`src/rtl/alu_seq.sv`:
```
// Registered ALU with valid/ready handshakes and iterative one-bit-per-cycle shifts.
// The result register doubles as a one-entry output buffer under backpressure.
module alu_seq #(
   parameter int unsigned WIDTH = 32
) (
   input  logic             clk,
   input  logic             reset,
   input  logic             in_valid,
   output logic             in_ready,
   input  logic [2:0]       opcode,
   input  logic [WIDTH-1:0] a,
   input  logic [WIDTH-1:0] b,
   output logic             out_valid,
   input  logic             out_ready,
   output logic [WIDTH-1:0] result,
   output logic             zero,
   output logic             neg,
   output logic             carry,
   output logic             overflow,
   output logic             busy
);

   localparam int unsigned SHAMT_W = $clog2(WIDTH);

   localparam logic [0:0] IDLE  = 1'b0;
   localparam logic [0:0] SHIFT = 1'b1;

   localparam logic [2:0] OP_ADD  = 3'b000;
   localparam logic [2:0] OP_INC  = 3'b001;
   localparam logic [2:0] OP_NEG  = 3'b010;
   localparam logic [2:0] OP_SUB  = 3'b011;
   localparam logic [2:0] OP_PASS = 3'b100;
   localparam logic [2:0] OP_AND  = 3'b101;

   logic [0:0]         state_q, state_d;
   logic [WIDTH-1:0]   acc_q, acc_d;
   logic [SHAMT_W-1:0] cnt_q, cnt_d;
   logic               dir_q, dir_d;
   logic               out_valid_d, zero_d, neg_d, carry_d, overflow_d;
   logic [WIDTH-1:0]   result_d;

   logic               accept;
   logic               is_shift;
   logic [SHAMT_W-1:0] k;
   logic [WIDTH-1:0]   shifted;
   logic [WIDTH-1:0]   addend;
   logic [WIDTH:0]     sum, diff;
   logic [WIDTH-1:0]   alu_res;
   logic               alu_c, alu_v;

   assign in_ready = !reset && (state_q == IDLE) && (!out_valid || out_ready);
   assign busy     = (state_q == SHIFT);
   assign accept   = in_valid && in_ready;
   assign is_shift = (opcode[2:1] == 2'b11);
   assign k        = b[SHAMT_W-1:0];
   // dir_q set selects a logical right shift
   assign shifted  = dir_q ? (acc_q >> 1) : (acc_q << 1);

   // Single-cycle datapath; shifts only reach here with k == 0
   always_comb begin
      alu_res = a;
      alu_c   = 1'b0;
      alu_v   = 1'b0;
      addend  = (opcode == OP_INC) ? WIDTH'(1) : a;
      sum     = {1'b0, b} + {1'b0, addend};
      diff    = {1'b0, b} - {1'b0, a};
      case (opcode)
         OP_ADD, OP_INC: begin
            alu_res = sum[WIDTH-1:0];
            alu_c   = sum[WIDTH];
            alu_v   = (b[WIDTH-1] == addend[WIDTH-1]) && (sum[WIDTH-1] != b[WIDTH-1]);
         end
         OP_NEG: begin
            alu_res = {WIDTH{1'b0}} - a;
            alu_v   = (a == {1'b1, {(WIDTH-1){1'b0}}});
         end
         OP_SUB: begin
            alu_res = diff[WIDTH-1:0];
            alu_c   = !diff[WIDTH];
            alu_v   = (a[WIDTH-1] != b[WIDTH-1]) && (diff[WIDTH-1] != b[WIDTH-1]);
         end
         OP_PASS: alu_res = a;
         OP_AND:  alu_res = a & b;
         default: alu_res = a;
      endcase
   end

   // Next-state and output-register logic
   always_comb begin
      state_d     = state_q;
      acc_d       = acc_q;
      cnt_d       = cnt_q;
      dir_d       = dir_q;
      out_valid_d = out_valid;
      result_d    = result;
      zero_d      = zero;
      neg_d       = neg;
      carry_d     = carry;
      overflow_d  = overflow;

      if (out_valid && out_ready) out_valid_d = 1'b0;

      case (state_q)
         IDLE: begin
            if (accept) begin
               if (is_shift && (k != '0)) begin
                  acc_d   = a;
                  cnt_d   = k;
                  dir_d   = opcode[0];
                  state_d = SHIFT;
               end else begin
                  result_d    = alu_res;
                  zero_d      = (alu_res == '0);
                  neg_d       = alu_res[WIDTH-1];
                  carry_d     = alu_c;
                  overflow_d  = alu_v;
                  out_valid_d = 1'b1;
               end
            end
         end
         SHIFT: begin
            acc_d = shifted;
            cnt_d = cnt_q - SHAMT_W'(1);
            if (cnt_q == SHAMT_W'(1)) begin
               result_d    = shifted;
               zero_d      = (shifted == '0);
               neg_d       = shifted[WIDTH-1];
               carry_d     = 1'b0;
               overflow_d  = 1'b0;
               out_valid_d = 1'b1;
               state_d     = IDLE;
            end
         end
         default: state_d = IDLE;
      endcase
   end

   always_ff @(posedge clk or posedge reset) begin
      if (reset) begin
         state_q   <= IDLE;
         acc_q     <= '0;
         cnt_q     <= '0;
         dir_q     <= 1'b0;
         out_valid <= 1'b0;
         result    <= '0;
         zero      <= 1'b0;
         neg       <= 1'b0;
         carry     <= 1'b0;
         overflow  <= 1'b0;
      end else begin
         state_q   <= state_d;
         acc_q     <= acc_d;
         cnt_q     <= cnt_d;
         dir_q     <= dir_d;
         out_valid <= out_valid_d;
         result    <= result_d;
         zero      <= zero_d;
         neg       <= neg_d;
         carry     <= carry_d;
         overflow  <= overflow_d;
      end
   end

endmodule

```
`config.mk`:
```
export PLATFORM = sky130hd
export DESIGN_NAME = alu_seq
export DESIGN_NICKNAME = d
export VERILOG_FILES = /design/src/rtl/alu_seq.sv
export SDC_FILE = /design/constraint.sdc
export NUM_CORES = 1
export LEC_CHECK = 0
export ABC_AREA = 1
export CAP_MARGIN = 20
export CORE_UTILIZATION = 50
export CTS_BUF_LIST = sky130_fd_sc_hd__clkbuf_4 sky130_fd_sc_hd__clkbuf_8 sky130_fd_sc_hd__clkbuf_16
export CTS_CLUSTER_DIAMETER = 100
export DETAILED_ROUTE_END_ITERATION = 12
export PLACE_DENSITY_LB_ADDON = 0.2
export SYNTH_ARGS = -nofsm -noshare
export SYNTH_HDL_FRONTEND = slang
export SYNTH_SLANG_ARGS = --single-unit
```
`constraint.sdc`:
```
create_clock -name clk -period 6.2 [get_ports clk]
set_input_delay 1.86 -clock clk [delete_from_list [all_inputs] [get_ports clk]]
set_output_delay 1.86 -clock clk [all_outputs]
set_load 0.005 [all_outputs]
```
Yosys cells after proc, flatten, opt, wreduce, memory -nomap -nowiden
Index checks and enable logic that the tools add are counted.

Register bits: 76. Input port bits: 71. Output and inout bits: 39. Word-level logic and storage cells: 89.

Add/sub/neg operators: 4. Equality and inequality tests: 15. Multiplexer cells: 39. Bitwise logic cells: 2. Reduce and logical (&&, ||, !) cells: 19.

Operators by type and width (number): 32-bit 2-to-1 mux (7); 32-bit one-hot mux with 2 select lines (2); 32-bit one-hot mux with 4 select lines (1); 32-bit logical NOT (2); 32-bit by 32-bit adder with 33-bit output (1); 32-bit by 32-bit subtractor with 33-bit output (1); 32-bit AND (1); 32-bit equality test (second input constant) (1); 1-bit by 32-bit subtractor with 32-bit output (first input constant) (1); 1-bit 2-to-1 mux (18); 1-bit one-hot mux with 2 select lines (7); 5-bit 2-to-1 mux (2); 5-bit one-hot mux with 2 select lines (1); 1-bit logical AND (7); 3-bit by 2-bit equality test with 1-bit output (second input constant) (2); 3-bit AND reduction (2); 5-bit by 1-bit equality test with 1-bit output (second input constant) (1); 5-bit nonzero test (1); 5-bit by 1-bit subtractor with 5-bit output (second input constant) (1); 2-bit by 1-bit != test with 1-bit output (second input constant) (2); 2-bit != test (second input constant) (2); 3-bit by 1-bit equality test with 1-bit output (second input constant) (1); 3-bit equality test (second input constant) (1); 1-bit logical NOT (3); other kinds (9) (11).

Logic depth before layout (Yosys ltp)
Depth in word-level cells: 9. Depth in mapped cells: 25. Mapped depth without buffers: 24.

Worst setup path before layout
OpenSTA, ideal clock, no wires.

Path kind: input to register. From: input opcode[0]. To: register zero. Setup time: 77 ps. Arrival time: 4266 ps. Data required time: 6123 ps. Slack: 1857 ps. Stages on the path: 23. Path buffers: 1. Cell sequence: inv_2 nor2_2 nand2_1 clkbuf_1 nand2_1 ha_1 inv_1 fa_1 inv_1 nand2_1 o21ai_0 nand3_1 nand2_1 nand2_1 nand2_1 nand2_1 nand3_1 nand4_1 nor2_1 nand2_1 nor2_1 nand3_1 a21oi_1.

Cells in the longest elaborated chain, start to end: 8. Elaborated cells between the ends (all ways): 13. Classes of those cells: add/sub (1); eq/ne (4); mux (5); reduce/logical (3).

RTL lines: start, declared (line 10) `input logic [2:0] opcode,`; 3-bit by 1-bit equality test with 1-bit output (line 64, 67); 32-bit 2-to-1 mux (line 64) `addend = (opcode == OP_INC) ? WIDTH'(1) : a;`; 32-bit by 32-bit adder with 33-bit output (line 65) `sum = {1'b0, b} + {1'b0, addend};`; 32-bit one-hot mux with 4 select lines (*) (line 67) `case (opcode)`; 32-bit logical NOT (*) (line 113) `zero_d = (alu_res == '0);`; 1-bit 2-to-1 mux (*) (line 106) `if (is_shift && (k != '0)) begin`; 1-bit 2-to-1 mux (*) (line 105) `if (accept) begin`; 1-bit one-hot mux with 2 select lines (*) (line 103) `case (state_q)`; end signal, assigned (line 157) `zero <= zero_d;`; end, declared (line 16) `output logic zero,`.

Mark *: on every way between the ends. The rest lies on a longest branch, timed or not. The select of a mux whose other input is x is not followed. A chain may end at the register's enable or synchronous reset.

Final worst setup path
Ends and elaborated chain as after synthesis.

==> metrics.txt <==
cell area after synthesis=11400 µm²; Clock transition at path regs=60 ps; DRT antenna net count=0; pin count of the biggest net entering global routing=66; Sw Pwr=1.55 mW; CP arrival=5720 ps; Die ar.=23400 µm²; Max Fclk=0.183 GHz; vias in the first global route=12200; Distinct cells, synth=42; switching part of the total power=45.8%; min Tclk post-route=5460 ps; Post-Place Worst Slack=461 ps; CTS tree=done; port bufs=109; Synth Flop Type=dfrtp_1; Crit Path Class=input pin to flip-flop; layout cells sized above 1=3.80%; Logic pwr share=58.5%; clock tree buffer depth=2; flop and latch count out of synthesis=75; R2R depth=9; Max Slew Vio Count=0; first-pass GRT wire length=69500 µm; internal power=1.84 mW; DRC Markers=0; Routed WL=45300 µm; Final #Nets=2327; RSZ-0062 raised after global routing=no; CTS resizes=0; crit path to=zero; sequential share of the synthesized area=16.5%; part of the power in registers=25.6%; pwr dens=259 nW/µm²; Root Buffer=clkbuf_16; final setup vio count=0; Clock Skews=9.46 ps; run status=completed; Initial Utilization=51.6%; synth cell count leaders=nand2_1 (716), inv_1 (368), nand3_1 (212), nor2_1 (191), ha_1 (99); kind of end point of the critical path=flip-flop; Hold Fails Final Rpt=0; GRT Util Overall=38.7%; Hold Crit Class=flip-flop to flip-flop; CTS Sinks=75; Worst R2R Setup Slack=3010 ps; Max-Cap Viols=0; top cells by area, synth=nand2_1 (24%), dfrtp_1 (16%), inv_1 (12%); DRT iter0 DRCs=1962; Worst-Margin Slew=939 ps; total negative slack=0 ps; Reg2Reg Launch Point=busy; CP required=6460 ps; Synth top area share=23.6%; postcts setup bufs=0; P_leak=7.15 nW; Post-CTS Hold Buffers=0; GRT overflow=0; average wire per standard cell=18.6 µm; EDFF count, synth=0; DR vias=13800; First-pass DRT Iterations=5; initial antenna violation count=0; H-tree levels=3; most frequent cell after synthesis=nand2_1; share of flip-flops with an asynchronous set or reset=100%; CP max FO=21; Layout area overhead=14.9%; Avg Vias per Cell=5.65; row count=54; startpoint types=input pin; Detailed Place HPWL=38100 µm; CP Launch Point=opcode[0]; area leader, netlist=nand2_1; final hold slack=487 ps; synth warn=0; io pins=110; GP Congestion=1.08; Setup WS post-layout=740 ps; cell count after synthesis=2067; Clk network pwr share=15.9%; syn avg cell area=5.51 µm²; Net Count, Synth=2239; RR Endpoint=result[10]; DIE WIDTH=153 µm; antenna cells=0; crit share post-route=88.1%; relative slew slack=37.3%; total power=3.39 mW; Core Util, Final=59.2%; TritonCTS buffer count=9; VDD IR max=0.000366 V; Core ar.=22100 µm²; Die Y-Extent=153 µm; insertion delay to the later sink of the worst-skew pair=340 ps
per-layer routing:
metal,share of wire (%),GRT usage [%],vias up,wire [µm]
met1,43,55.4,6162,19600
met3,11,5.73,94,5100
li1,-,-,6767,-
met2,42,59.0,772,18900
met4,3.8,13.5,0,1710
met5,0,0,-,0
metrics by stage:
| stage | instance area [µm²] | cells |
|---|---|---|
| finish | 13100 | 2440 |
| global route | 13100 | 2440 |
| CTS | 13100 | 2440 |
| detailed placement | 12800 | 2424 |
| global placement | 12800 | 2424 |
| floorplan | 11400 | 2067 |
cells by family (layout without fill, tap and decap cells):
family                   after synthesis  count (layout)  synth area share [%]
AO/OA/AOI/OAI                        220             220                  11.4
XOR/XNOR                               2               2                 0.154
adder cells (fa/ha/maj)              101             101                  11.2
buffers and inverters                426             519                  14.2
flip-flops                            75              75                  16.5
multiplexers                           1               1                0.0879
AND/OR/NAND/NOR                     1242            1242                  46.4
critical path: stages:
cell and delay (ps):
clkdlybuf4s50_1 560, inv_2 60, nor2_2 130, nand2_1 340, buf_12 290, nand2_1 60, inv_1 60, ha_1 360
nand2_1 120, nor2_1 250, nand2_1 150, inv_1 80, nand2_1 60, nand2_1 170, nand2_1 90, nand2_1 60
nand2_1 40, nand3_1 170, nand4_1 250, nor2_1 150, nand2_1 80, nor2_1 90, nand3_1 100, a21oi_1 130
power groups by stage:
stage,Sequential [mW],Clock (mW),Combinational (mW)
final,0.867,0.540,1.98
after global routing,0.900,0.561,2.20
after CTS,0.867,0.544,1.94
after detailed placement,0.873,0,1.94
after global placement,0.865,0,1.91
after floorplan,0.852,0,1.23
cell usage in the layout, fill, tap and decap left out, types with 7 or more instances in the layout:
cell type,n
o221ai_1,27
clkdlybuf4s50_1,109
ha_1,99
nand3_1,212
nor3_1,9
o21ai_0,70
a31oi_1,35
clkbuf_16,9
inv_2,7
o21ai_1,7
nor2_1,191
dfrtp_1,75
inv_1,367
nand4_1,42
o211ai_1,10
a21oi_1,59
or2_2,24
nand2_1,715
buf_4,15
nand3b_1,22
sequential cells by signal, indices dropped and copies added (netlist names):
signal,cells
out_valid,1
zero,1
cnt_q,5
overflow,1
dir_q,1
acc_q,32
busy,1
carry,1
result,32
how the worst min path moves through the flow:
stage               start    endpoint  slack (ps)  depth (start not counted)
2_1_floorplan    cnt_q[4]    cnt_q[4]         470                          1
5_1_grt        result[10]  result[10]         520                          1
4_1_cts             carry       carry         490                          1
3_5_place_dp        carry       carry         470                          1
3_3_place_gp        carry       carry         460                          1
6_report            carry       carry         490                          1
cell type report:
class | instances | area [µm²]
clock inverter | 6 | 70.1
inverter | 378 | 1420
fill | 2343 | 9010
timing repair buffer | 125 | 1220
clock buffer | 10 | 239
tap | 280 | 350
multi-input combinational | 1566 | 7910
sequential | 75 | 1880
(Power assumes the default switching activity.)
